## config.mk

```make
export PLATFORM = sky130hd
export DESIGN_NAME = pcie_ava_tx_cpl_engine
export DESIGN_NICKNAME = d
export VERILOG_FILES = /design/src/rtl/pcie_ava_tx_cpl_engine.sv
export SDC_FILE = /design/constraint.sdc
export NUM_CORES = 1
export LEC_CHECK = 0
export CORE_MARGIN = 5
export CORE_UTILIZATION = 30
export DETAILED_ROUTE_END_ITERATION = 7
export SKIP_LAST_GASP = 1
export SLEW_MARGIN = 20
export SYNTH_ARGS = -nofsm -noshare
export SYNTH_HDL_FRONTEND = slang
export SYNTH_SLANG_ARGS = --single-unit
```

## constraint.sdc

```tcl
create_clock -name pld_clk -period 3.5 [get_ports pld_clk]
set_input_delay 0.525 -clock pld_clk [delete_from_list [all_inputs] [get_ports pld_clk]]
set_output_delay 0.525 -clock pld_clk [all_outputs]
set_load 0.01 [all_outputs]
```

## src/rtl/pcie_ava_tx_cpl_engine.sv

```systemverilog
// CplD generator for the 128-bit Avalon-ST TX port of the PCIe hard IP.
// One request (1-4 DW) becomes one 3DW-header completion, honouring ready latency 2.
module pcie_ava_tx_cpl_engine #(
  parameter int CPL_CNT_W = 16
) (
  input  logic                 pld_clk,
  input  logic                 srst,
  input  logic [15:0]          completer_id,
  input  logic                 req_valid,
  output logic                 req_ready,
  input  logic [15:0]          req_rid,
  input  logic [7:0]           req_tag,
  input  logic [6:0]           req_lower_addr,
  input  logic [2:0]           req_len,
  input  logic [127:0]         req_data,
  input  logic                 tx_st_ready0,
  output logic                 tx_st_valid0,
  output logic [127:0]         tx_st_data0,
  output logic                 tx_st_sop0,
  output logic                 tx_st_eop0,
  output logic                 tx_st_empty0,
  output logic                 tx_st_err0,
  output logic                 bad_req,
  output logic [CPL_CNT_W-1:0] cpl_count
);

  typedef enum logic [1:0] {IDLE, HDR, DATA} state_t;

  state_t         state, state_nxt;
  logic           rdy_d1, rdy_d2;
  logic           accept, len_ok;
  logic [15:0]    cid_q, rid_q;
  logic [7:0]     tag_q;
  logic [6:0]     la_q;
  logic [2:0]     len_q;
  logic [127:0]   data_q;

  // Request fields as they will stand next cycle: the beat register must be
  // loaded in the accept cycle, before the request registers themselves update.
  logic [15:0]    f_cid, f_rid;
  logic [7:0]     f_tag;
  logic [6:0]     f_la;
  logic [2:0]     f_len;
  logic [127:0]   f_data;
  logic [31:0]    h0, h1, h2;

  logic           valid_nxt, sop_nxt, eop_nxt, empty_nxt;
  logic [127:0]   beat_nxt;

  assign req_ready  = (state == IDLE) && !srst;
  assign accept     = req_valid && req_ready;
  assign len_ok     = (req_len != 3'd0) && (req_len <= 3'd4);
  assign tx_st_err0 = 1'b0;

  assign f_cid  = accept ? completer_id   : cid_q;
  assign f_rid  = accept ? req_rid        : rid_q;
  assign f_tag  = accept ? req_tag        : tag_q;
  assign f_la   = accept ? req_lower_addr : la_q;
  assign f_len  = accept ? req_len        : len_q;
  assign f_data = accept ? req_data       : data_q;

  assign h0 = {1'b0, 2'b10, 5'b01010, 1'b0, 3'b000, 4'b0000, 1'b0, 1'b0,
               2'b00, 2'b00, 7'b0, f_len};
  assign h1 = {f_cid, 3'b000, 1'b0, 7'b0, f_len, 2'b00};
  assign h2 = {f_rid, f_tag, 1'b0, f_la};

  function automatic logic [127:0] dw_keep(input logic [127:0] src, input logic [2:0] n);
    logic [127:0] r;
    r = '0;
    for (int i = 0; i < 4; i++)
      if (i < int'(n)) r[32*i +: 32] = src[32*i +: 32];
    return r;
  endfunction

  // NOTE: sequential state uses non-blocking assignments so every register
  // samples pre-edge values, independent of process ordering.
  always_ff @(posedge pld_clk) begin
    if (srst) begin
      state  <= IDLE;
      rdy_d1 <= 1'b0;
      rdy_d2 <= 1'b0;
    end else begin
      state  <= state_nxt;
      rdy_d1 <= tx_st_ready0;
      rdy_d2 <= rdy_d1;
    end
  end

  // NOTE: request registers carry no reset; they are only read after a load.
  always_ff @(posedge pld_clk) begin
    if (accept) begin
      cid_q  <= completer_id;
      rid_q  <= req_rid;
      tag_q  <= req_tag;
      la_q   <= req_lower_addr;
      len_q  <= req_len;
      data_q <= req_data;
    end
  end

  // A beat is on the bus this cycle exactly when rdy_d2 is high outside IDLE.
  // NOTE: every combinational output gets a default first, so no latch is inferred.
  always_comb begin
    state_nxt = state;
    case (state)
      IDLE:    if (accept && len_ok) state_nxt = HDR;
      HDR:     if (rdy_d2) state_nxt = (la_q[2] && len_q == 3'd1) ? IDLE : DATA;
      DATA:    if (rdy_d2) state_nxt = IDLE;
      default: state_nxt = IDLE;
    endcase
  end

  // Next-cycle beat: rdy_d1 now is rdy_d2 then, state_nxt is the state then.
  always_comb begin
    valid_nxt = 1'b0;
    sop_nxt   = 1'b0;
    eop_nxt   = 1'b0;
    empty_nxt = 1'b0;
    beat_nxt  = '0;
    if (rdy_d1) begin
      case (state_nxt)
        HDR: begin
          valid_nxt = 1'b1;
          sop_nxt   = 1'b1;
          eop_nxt   = f_la[2] && (f_len == 3'd1);
          beat_nxt  = {(f_la[2] ? f_data[31:0] : 32'h0), h2, h1, h0};
        end
        DATA: begin
          valid_nxt = 1'b1;
          eop_nxt   = 1'b1;
          if (f_la[2]) begin
            beat_nxt  = dw_keep({32'h0, f_data[127:32]}, f_len - 3'd1);
            empty_nxt = (f_len <= 3'd3);
          end else begin
            beat_nxt  = dw_keep(f_data, f_len);
            empty_nxt = (f_len <= 3'd2);
          end
        end
        default: ;
      endcase
    end
  end

  always_ff @(posedge pld_clk) begin
    if (srst) begin
      tx_st_valid0 <= 1'b0;
      tx_st_sop0   <= 1'b0;
      tx_st_eop0   <= 1'b0;
      tx_st_empty0 <= 1'b0;
      tx_st_data0  <= '0;
      bad_req      <= 1'b0;
      cpl_count    <= '0;
    end else begin
      tx_st_valid0 <= valid_nxt;
      tx_st_sop0   <= sop_nxt;
      tx_st_eop0   <= eop_nxt;
      tx_st_empty0 <= empty_nxt;
      tx_st_data0  <= beat_nxt;
      if (accept && !len_ok) bad_req <= 1'b1;
      if (tx_st_valid0 && tx_st_eop0) cpl_count <= cpl_count + 1'b1;
    end
  end

endmodule

```

==> metrics.yaml, run 1 <==
drt:
  dr_total_vias: 12420
  firstDrtPassIters: 5
  wire_per_inst_um: 20.68
  drtIter0Drc: 895
  wl_mm: 51.53
  drc: 0
  ant_nets: 0
  via_per_inst: 4.985
worst_setup_path:
  crit_type: "reg2reg"
  critPathCaptureType: "flip-flop"
  critPathLaunchType: "flip-flop"
  ff2ff_path_depth: 10
  crit_fanout: 13
  required_ps: 3970
  cp_data_arrival_time_ps: 3370
die:
  start_util_pct: 30.11
  die_y_um: 220.0
  coreArea_um2: 43930
  row_count: 77
  die_w_um: 220.0
  num_io_pins: 333
  die_area_um2: 48400
cts:
  holdBufCountCts: 0
  ctsRootBufferMaster: "clkbuf_16"
  path_clk_slew_ps: 60
  clk_latency_ps: 550
  ctsHtreeMaxLevel: 2
  clock_sinks: 331
  post_cts_buffers: 0
  ctsResizeCount: 0
  cts_tree: "built"
  cts_buffers: 39
  cts_max_path_buffers: 3
timing:
  finalHoldViolations: 0
  maxSlewViolCount: 0
  fin_crit_ps: 2905
  finClkSkew_ps: 24.48
  fmax_mhz: 344.2
  rsz0062_at_grt: "false"
  finalSetupTns_ps: 0
  worst_pin_slew_ps: 961.7
  min_period_over_period_pct: 83.00
  setup_viol: 0
  slew_headroom_pct: 35.74
power_and_ir_drop:
  switching_share_pct: 27.69
  p_per_area_nw_per_um2: 554.6
  internal_power_mw: 7.532
  seq_power_share_pct: 41.4
  pwr-share-comb_pct: 17.1
  clockPowerShare_pct: 41.4
  max-vdd-ir-drop_mv: 0.2655
  power.net_switching_mw: 2.884
  cellLeakagePower_nw: 7.802
global_route:
  grt_max_degree: 80
  antenna_found_initial: 9
  grt_pass1_wl_mm: 76.35
  top_usage_layer: "met2"
  grt_util_met2_pct: 30.38
  grt.overflow.total: 0
  groute.usage.overall_pct: 20.63
  grt_pass1_vias: 12090
  use_met3_pct: 5.234
  globalRouteMet1Util_pct: 29.42
finish:
  fill_cells: 4342
  final_cell_mix: "495 x nand2_1, 330 x dfxtp_1, 330 x clkdlybuf4s50_1"
  drive_above_1_share_pct: 8.602
  regArea_um2: 6628
  multi_input_area_um2: 6010
  nets: 2053
  final_common_cell: "nand2_1"
  syn_to_final_growth_pct: 41.97
  final_area_um2: 18780
synth:
  avgSynthCellArea_um2: 8.480
  ys_ff_latch: 331
  synthFlopType: "dfxtp_1"
  synth.yosys.seq_area_share_pct: 50.09
  syn_area_um2: 13230
  ys_warn_count: 0
  synth_cell_types: 56
  async_flop_share_pct: 0
  synth_edf_count: 0
  synthCells: 1560
  synth_nets: 1745
outcome:
  status: "finished clean"
job:
  maxCapViolCount: 0
worst_hold_path:
  holdPathStages: 2
  hold_path_class: "reg2reg"
placement:
  dp_hpwl_mm: 37.29
  placed_area_um2: 17400
  port_buffers: 331
  gp_congestion: 0.8717
-- cells by family (layout without fill, tap and decap cells) --
kind of cell	after synthesis	in the layout	synth area share [%]
compound gates	273	273	15.96
xor+xnor	14	14	0.9269
fa+ha+maj	3	3	0.2838
buf+inv	168	503	5.060
flops	331	331	50.09
mux	80	80	6.375
other cells	1	6	0.02835
simple gates	690	690	21.28
-- final cells by class --
| class | count | area share [%] |
|---|---|---|
| antenna | 5 | 0.06662 |
| clock buffer | 53 | 6.183 |
| clock inverter | 15 | 1.099 |
| inverter | 51 | 1.019 |
| multi-input combinational | 1061 | 32.00 |
| sequential | 331 | 35.29 |
| tap | 592 | 3.944 |
| timing repair buffer | 384 | 20.40 |
-- worst max-delay path, cell delays in order (launching register included) --
cell	delay (ps)
dfxtp_1	500
nor2b_1	290
a31oi_1	150
a21oi_1	340
inv_1	80
ha_1	290
nor3b_2	210
and2_2	310
buf_4	250
o31ai_4	240
nor2_1	170
-- routing by layer --
metal  wire length [µm]  up-vias
met4               1412       12
met2              21880      492
met5                 80        -
met1              23870     5853
li1                   -     5970
met3               4294       95
-- cell usage after synthesis (18+ instances only) --
master / count / share of area, %
a211oi_1: 20 / 1.1
a21oi_1: 39 / 1.5
a221oi_1: 43 / 2.8
a22o_1: 18 / 1.2
a32o_1: 34 / 2.6
and2_1: 22 / 1.0
buf_2: 19 / 0.72
clkbuf_1: 81 / 2.3
dfxtp_1: 331 / 50
inv_1: 49 / 1.4
mux2_2: 24 / 2.0
mux2i_1: 55 / 4.2
nand2_1: 495 / 14
nand3_1: 19 / 0.72
nor2_1: 100 / 2.8
o21ai_0: 28 / 1.1
o22ai_1: 21 / 0.99
-- stage by stage --
step | utilization [%] | worst slack (ps) | std cells | power [mW] | hold slack (ps)
floorplan | - | 17.85 | 1560 | 5.375 | 418.2
global placement | 39.61 | 198.9 | 2419 | 6.125 | 427.2
detailed placement | 39.61 | 180.1 | 2419 | 6.163 | 433.2
CTS | 42.72 | 603.1 | 2487 | 10.52 | 447.8
global route | 42.74 | 430.7 | 2490 | 10.91 | 465.5
finish | 42.75 | 595.0 | 2492 | 10.42 | 446.2
-- final timing paths --
path	from	to	slack, ps
setup / recovery	len_q[0]$_DFF_P_	tx_st_data0[45]$_SDFF_PP0_	600
hold / removal	rid_q[10]$_DFF_P_	rid_q[10]$_DFF_P_	450
setup reg to reg	len_q[0]$_DFF_P_	tx_st_data0[45]$_SDFF_PP0_	600
hold reg to reg	rid_q[10]$_DFF_P_	rid_q[10]$_DFF_P_	450
-- flip-flops by register name (all words and copies together) (netlist names), 2 cells and up --
| register | cells |
|---|---|
| data_q | 128 |
| tx_st_data0 | 128 |
| cid_q | 16 |
| cpl_count | 16 |
| rid_q | 16 |
| tag_q | 8 |
| la_q | 7 |
| len_q | 3 |
| state | 2 |
-- power by group through the flow --
stage               combinational, mW  sequential (mW)  clock (mW)
finish                           1.78             4.32        4.31
detailed placement               1.77             4.40           0
global route                     1.97             4.36        4.58
floorplan                        1.04             4.33           0
CTS                              1.78             4.31        4.43
global placement                 1.74             4.38           0
Power figures use the tool's default switching activity.
==> run 2: changes to the inputs <==
Clock period 3.5 ns to 2.4 ns, I/O delays scaled along.
==> run 2 against run 1 <==
  * The run now ends with setup timing left
  * Global-route usage increased by 0.66 points
  * First-iteration DRC count decreased by 2.0%
  * Fmax increased by 15%
  * Clock skew decreased by 4.6 ps
  * Count of clock-buffer cells in the layout decreased by 3
  * Total power increased by 48%
  * Flip-flop and latch count unchanged
  * Non-clock buffer count increased by 93
  * Sequential power increased by 45%
  * Register-to-register slack got worse by 720 ps
  * Critical endpoint is now tx_st_data0[75]$_SDFF_PP0_
  * Highest routed layer unchanged
==> metrics.yaml, run 2 (synthesis gave the netlist of run 1 again) <==
finish:
  nets: 2147  # was 2053
  syn_to_final_growth_pct: 52.74  # was 41.97%
  drive_above_1_share_pct: 15.58  # was 8.602%
  top_regs: "data_q x128, tx_st_data0 x128"  # unchanged
  final_cell_mix: "487 x nand2_1, 330 x clkdlybuf4s50_1, 329 x dfxtp_1"  # was 495 x nand2_1, 330 x dfxtp_1, 330 x clkdlybuf4s50_1
  final_common_cell: "nand2_1"  # unchanged
timing:
  fmax_mhz: 396.2  # was 344.2 MHz
  slew_headroom_pct: 37.29  # was 35.74%
  setup_viol: 104  # was 0
  rsz0062_at_grt: "true"  # was false
  finClkSkew_ps: 19.85  # was 24.48 ps
  finalHoldViolations: 0  # unchanged
  min_period_over_period_pct: 105.2  # was 83.00%
  finalSetupTns_ps: -6447  # was 0 ps
  maxSlewViolCount: 0  # unchanged
  fin_crit_ps: 2524  # was 2905 ps
  worst_pin_slew_ps: 938.4  # was 961.7 ps
  fin_ws_ps: -123.7  # was 595.0 ps
global_route:
  groute.usage.overall_pct: 21.28  # was 20.63%
  antenna_found_initial: 8  # was 9
  grt.overflow.total: 0  # unchanged
  grt_max_degree: 72  # was 80
  grt_pass1_vias: 12590  # was 12090
  grt_pass1_wl_mm: 78.70  # was 76.35 mm
outcome:
  status: "finished, violations left"  # was finished clean
  violations: "setup timing"
cts:
  clk_latency_ps: 550  # about the same
  ctsRootBufferMaster: "clkbuf_16"  # unchanged
  ctsHtreeMaxLevel: 2  # unchanged
  cts_buffers: 39  # unchanged
  cts_max_path_buffers: 3  # unchanged
  cts_tree: "built"  # unchanged
  path_clk_slew_ps: 60  # about the same
  clock_sinks: 331  # unchanged
  holdBufCountCts: 0  # unchanged
die:
  die_area_um2: 48400  # unchanged
  coreArea_um2: 43930  # unchanged
  num_io_pins: 333  # unchanged
  die_w_um: 220.0  # unchanged
  row_count: 77  # unchanged
  die_y_um: 220.0  # unchanged
  start_util_pct: 30.11  # unchanged
worst_setup_path:
  crit_type: "reg2reg"  # unchanged
  max_stage_delay_ps: 530  # was 500 ps
  crit_fanout: 7  # was 13
  cp_data_arrival_time_ps: 2950  # was 3370 ps
  crit_chain: "or4b_4 > o22a_1 > ha_4 > nor3b_4 > buf_4 > buf_6 > and2_4 > buf_4 > a221o_1"  # was nor2b_1 > a31oi_1 > a21oi_1 > inv_1 > ha_1 > nor3b_2 > and2_2 > buf_4 > o31ai_4 > nor2_1
  critPathLaunchType: "flip-flop"  # unchanged
  cp_common_cell: "buf_4"
  critPathCaptureType: "flip-flop"  # unchanged
  crit_slowest_cell: "or4b_4"  # was dfxtp_1
  required_ps: 2830  # was 3970 ps
drt:
  firstDrtPassIters: 6  # was 5
  dr_total_vias: 12930  # was 12420
  ant_nets: 0  # unchanged
  wire_per_inst_um: 21.13  # was 20.68 µm
  drc: 0  # unchanged
  drtIter0Drc: 877  # was 895
  via_per_inst: 5.000  # was 4.985
  wl_mm: 54.64  # was 51.53 mm
power_and_ir_drop:
  max-vdd-ir-drop_mv: 0.3992  # was 0.2655 mV
  power_mw: 15.38  # was 10.42 mW
  p_per_area_nw_per_um2: 761.1  # was 554.6 nW/µm²
  cellLeakagePower_nw: 8.464  # was 7.802 nW
placement:
  gp_congestion: 0.8870  # was 0.8717
  port_buffers: 331  # unchanged
  dp_hpwl_mm: 38.42  # was 37.29 mm
job:
  maxCapViolCount: 0  # unchanged
worst_hold_path:
  hold_path_class: "in2reg"  # was reg2reg
run 2: cell types whose count changed in the layout (fill, tap and decap cells not counted), moves of 7 or more:
cell | previous run | this run
buf_12 | 10 | 28
a211oi_2 | 0 | 15
buf_4 | 43 | 102
o21ai_0 | 28 | 17
clkbuf_16 | 41 | 48
nand2_1 | 495 | 487
nor3_4 | 0 | 7
a211oi_1 | 20 | 4
nor3_1 | 16 | 5
run 2: worst max-delay path: cells and delay by family (launching register included):
family,cells,cell delay [ps]
AND/OR/NAND/NOR,3,730
AO/OA/AOI/OAI,2,610
buffers and inverters,3,450
flip-flops,1,330
adder cells (fa/ha/maj),1,290
run 2: power breakdown:
part           switching [mW]  internal (mW)  leakage (nW)
Clock                    2.45           3.58         0.623
Combinational            1.80           1.30          5.11
Sequential              0.228           6.03          2.73
Total                    4.47           10.9          8.46
run 2: per-stage QoR:
step	util, %	cell area [µm²]	worst slack (ps)	instances	hold slack, ps
2_1_floorplan	-	13620	-612.4	1560	418.2
3_3_place_gp	41.73	18330	-784.8	2494	429.8
3_5_place_dp	41.73	18330	-832.0	2494	432.9
4_1_cts	45.02	19780	-82.48	2568	338.3
5_1_grt	45.99	20200	-170.7	2585	371.6
6_report	45.99	20210	-123.7	2586	374.4
run 2: path summary, 6_finish.rpt:
path / to / depth (start not counted) / slack (ps) / startpoint
setup / recovery: tx_st_data0[75]$_SDFF_PP0_ / 9 / -120 / state[1]$_SDFF_PP0_
hold / removal: cid_q[2]$_DFF_P_ / 3 / 370 / completer_id[2]
setup reg to reg: tx_st_data0[75]$_SDFF_PP0_ / 9 / -120 / state[1]$_SDFF_PP0_
hold reg to reg: cid_q[6]$_DFF_P_ / 2 / 450 / cid_q[6]$_DFF_P_
run 2: cell type report:
| class | instances | area (µm²) |
|---|---|---|
| antenna | 4 | 10.01 |
| clock buffer | 50 | 1100 |
| clock inverter | 19 | 196.4 |
| fill | 4226 | 23730 |
| inverter | 51 | 191.4 |
| multi-input combinational | 1062 | 6396 |
| sequential | 331 | 6629 |
| tap | 592 | 740.7 |
| timing repair buffer | 477 | 4942 |
run 2: routing by layer:
metal | track usage [%] | wire length (µm)
met5 | 0 | 57
met3 | 4.932 | 3923
met1 | 29.94 | 25030
met4 | 6.657 | 1295
met2 | 32.42 | 24330
run 2: what timing repair did:
action,CTS,global route
pin swaps,6,19
endpoints found under the setup margin,127,126
gates cloned,2,9
buffers inserted,3,6
resized for setup,17,35
==> run 3: changes to the inputs <==
Settings changed: PLACE_DENSITY from default to 0.62.
==> run 3 against run 2 <==
  * The run still ends with setup timing left
  * Total power down 3.0%
  * Worst setup slack better by 17 ps
  * First-iteration DRC count rose by 9.8%
  * Critical path depth unchanged
  * Global-route usage fell by 0.11 points
  * Via count shrank 0.79%
  * Die area stayed put
  * Register-to-register slack better by 20 ps
  * Final cell count is 0.19% lower
  * Non-clock buffer count increased by 1
  * Core utilization shrank 0.75 points
  * Combinational power is 2% lower
  * Largest power group unchanged
  * Highest routed layer unchanged
==> metrics.yaml, run 3 (synthesis gave the netlist of run 1 again) <==
outcome:
  status: "finished, violations left"  # unchanged
  violations: "setup timing"  # unchanged
global_route:
  groute.usage.overall_pct: 21.17  # was 21.28%
  antenna_found_initial: 7  # was 8
  grt_pass1_vias: 12470  # was 12590
  grt.overflow.total: 0  # unchanged
  grt_max_degree: 91  # was 72
  grt_pass1_wl_mm: 78.51  # was 78.70 mm
die:
  die_area_um2: 48400  # unchanged
  row_count: 77  # unchanged
  die_y_um: 220.0  # unchanged
  die_w_um: 220.0  # unchanged
  coreArea_um2: 43930  # unchanged
  start_util_pct: 30.11  # unchanged
  num_io_pins: 333  # unchanged
timing:
  min_period_over_period_pct: 104.5  # was 105.2%
  finalHoldViolations: 0  # unchanged
  setup_viol: 98  # was 104
  fmax_mhz: 398.9  # was 396.2 MHz
  rsz0062_at_grt: "true"  # unchanged
  maxSlewViolCount: 0  # unchanged
  fin_ws_ps: -107.1  # was -123.7 ps
  finalSetupTns_ps: -5218  # was -6447 ps
  fin_crit_ps: 2507  # was 2524 ps
  worst_pin_slew_ps: 877.4  # was 938.4 ps
  finClkSkew_ps: 17.90  # was 19.85 ps
  slew_headroom_pct: 41.37  # was 37.29%
cts:
  path_clk_slew_ps: 60  # about the same
  ctsHtreeMaxLevel: 2  # unchanged
  clock_sinks: 331  # unchanged
  ctsRootBufferMaster: "clkbuf_16"  # unchanged
  cts_tree: "built"  # unchanged
  clk_latency_ps: 520  # was 550 ps
  cts_max_path_buffers: 3  # unchanged
  holdBufCountCts: 0  # unchanged
  cts_buffers: 37  # was 39
worst_hold_path:
  hold_path_class: "in2reg"  # unchanged
power_and_ir_drop:
  internal_power_mw: 10.67  # was 10.91 mW
  power.net_switching_mw: 4.237  # was 4.473 mW
  max-vdd-ir-drop_mv: 0.5220  # was 0.3992 mV
  seq_power_share_pct: 42.0  # was 40.7%
  cellLeakagePower_nw: 8.385  # was 8.464 nW
  pwr-share-comb_pct: 20.4  # was 20.1%
  clockPowerShare_pct: 37.6  # was 39.2%
  p_per_area_nw_per_um2: 750.1  # was 761.1 nW/µm²
  switching_share_pct: 28.41  # was 29.08%
drt:
  drc: 0  # unchanged
  ant_nets: 0  # unchanged
  wire_per_inst_um: 20.97  # was 21.13 µm
  firstDrtPassIters: 6  # unchanged
  wl_mm: 54.11  # was 54.64 mm
  drtIter0Drc: 963  # was 877
  via_per_inst: 4.971  # was 5.000
  dr_total_vias: 12830  # was 12930
finish:
  final_common_cell: "nand2_1"  # unchanged
  syn_to_final_growth_pct: 50.25  # was 52.74%
  top_regs: "data_q x128, tx_st_data0 x128"  # unchanged
  fin_util_pct: 45.24  # was 45.99%
  instances_no_fill: 2581  # was 2586
  final_area_um2: 19880  # was 20210 µm²
  nets: 2146  # was 2147
  final_cell_mix: "488 x nand2_1, 329 x dfxtp_1, 329 x clkdlybuf4s50_1"  # was 487 x nand2_1, 330 x clkdlybuf4s50_1, 329 x dfxtp_1
  fill_cells: 4216  # was 4226
  drive_above_1_share_pct: 15.02  # was 15.58%
placement:
  port_buffers: 331  # unchanged
  gp_congestion: 0.8865  # was 0.8870
  post-place-cells: 2500  # was 2494
  dp_hpwl_mm: 39.14  # was 38.42 mm
  placed_area_um2: 18310  # was 18330 µm²
worst_setup_path:
  crit_fanout: 7  # unchanged
  critPathCaptureType: "flip-flop"  # unchanged
  critPathLaunchType: "flip-flop"  # unchanged
  cp_data_arrival_time_ps: 2950  # about the same
  required_ps: 2840  # was 2830 ps
  crit_type: "reg2reg"  # unchanged
job:
  maxCapViolCount: 0  # unchanged
run 3: changes by cell type in the layout (fill, tap and decap cells not counted), sizes merged:
cell / change
buf: +5
o31ai: -1
o21a: +1
diode: +1
clkinvlp: -6
dlygate4sd2: +1
clkbuf: -2
clkinv: -2
clkdlybuf4s50: -1
bufinv: -1
run 3: what timing repair did:
item / CTS / global route
endpoints found under the setup margin: 126 / 125
gates resized for setup: 21 / 20
pin swaps: 4 / 7
gates cloned: 2 / 4
buffers inserted: 3 / 6
run 3: per-stage QoR:
stage | hold WS, ps | setup slack (ps) | power (mW)
2_1_floorplan | 418.2 | -612.4 | 7.907
3_3_place_gp | 430.4 | -779.6 | 9.269
3_5_place_dp | 432.8 | -806.5 | 9.327
4_1_cts | 378.2 | -49.60 | 14.98
5_1_grt | 387.2 | -159.7 | 15.57
6_report | 392.5 | -107.1 | 14.91
run 3: area by class of cell:
type	instances	area [µm²]	share of cell area, %
Sequential cell	331	6629	33.35
Multi-Input combinational cell	1062	6336	31.88
Timing Repair Buffer	478	4781	24.05
Clock buffer	52	1082	5.445
Tap cell	592	740.7	3.727
Inverter	51	191.4	0.9631
Clock inverter	10	103.9	0.5225
Antenna cell	5	12.51	0.06295
run 3: worst paths after layout:
kind | start | to | slack [ps] | depth (start not counted)
worst min register to register | cid_q[3]$_DFF_P_ | cid_q[3]$_DFF_P_ | 450 | 2
worst min-delay path | completer_id[6] | cid_q[6]$_DFF_P_ | 390 | 3
worst max-delay path | state[1]$_SDFF_PP0_ | tx_st_data0[52]$_SDFF_PP0_ | -110 | 9
worst max register to register | state[1]$_SDFF_PP0_ | tx_st_data0[52]$_SDFF_PP0_ | -110 | 9
run 3: metal layers:
| metal | vias up | track usage [%] | part of all wire [%] |
|---|---|---|---|
| met5 | - | 0 | 0.076 |
| met4 | 6 | 6.470 | 2.5 |
| met3 | 82 | 5.028 | 8.6 |
| met2 | 516 | 32.14 | 44 |
| met1 | 6085 | 29.85 | 45 |
| li1 | 6140 | - | - |
run 3: power groups by stage:
stage	clock network [mW]	registers (mW)	logic, mW
final	5.61	6.26	3.05
after global routing	5.97	6.31	3.29
after CTS	5.73	6.25	3.00
after detailed placement	0	6.37	2.96
after global placement	0	6.34	2.92
after floorplan	0	6.32	1.59
run 3: worst max-delay path, stage by stage (launching register included):
cell and delay, ps:
dfxtp_2 320, or4b_4 520, o22a_1 260, ha_4 230
nor3b_4 270, and2_4 270, buf_12 130, o21a_2 270
nand2_1 80, o211ai_1 80
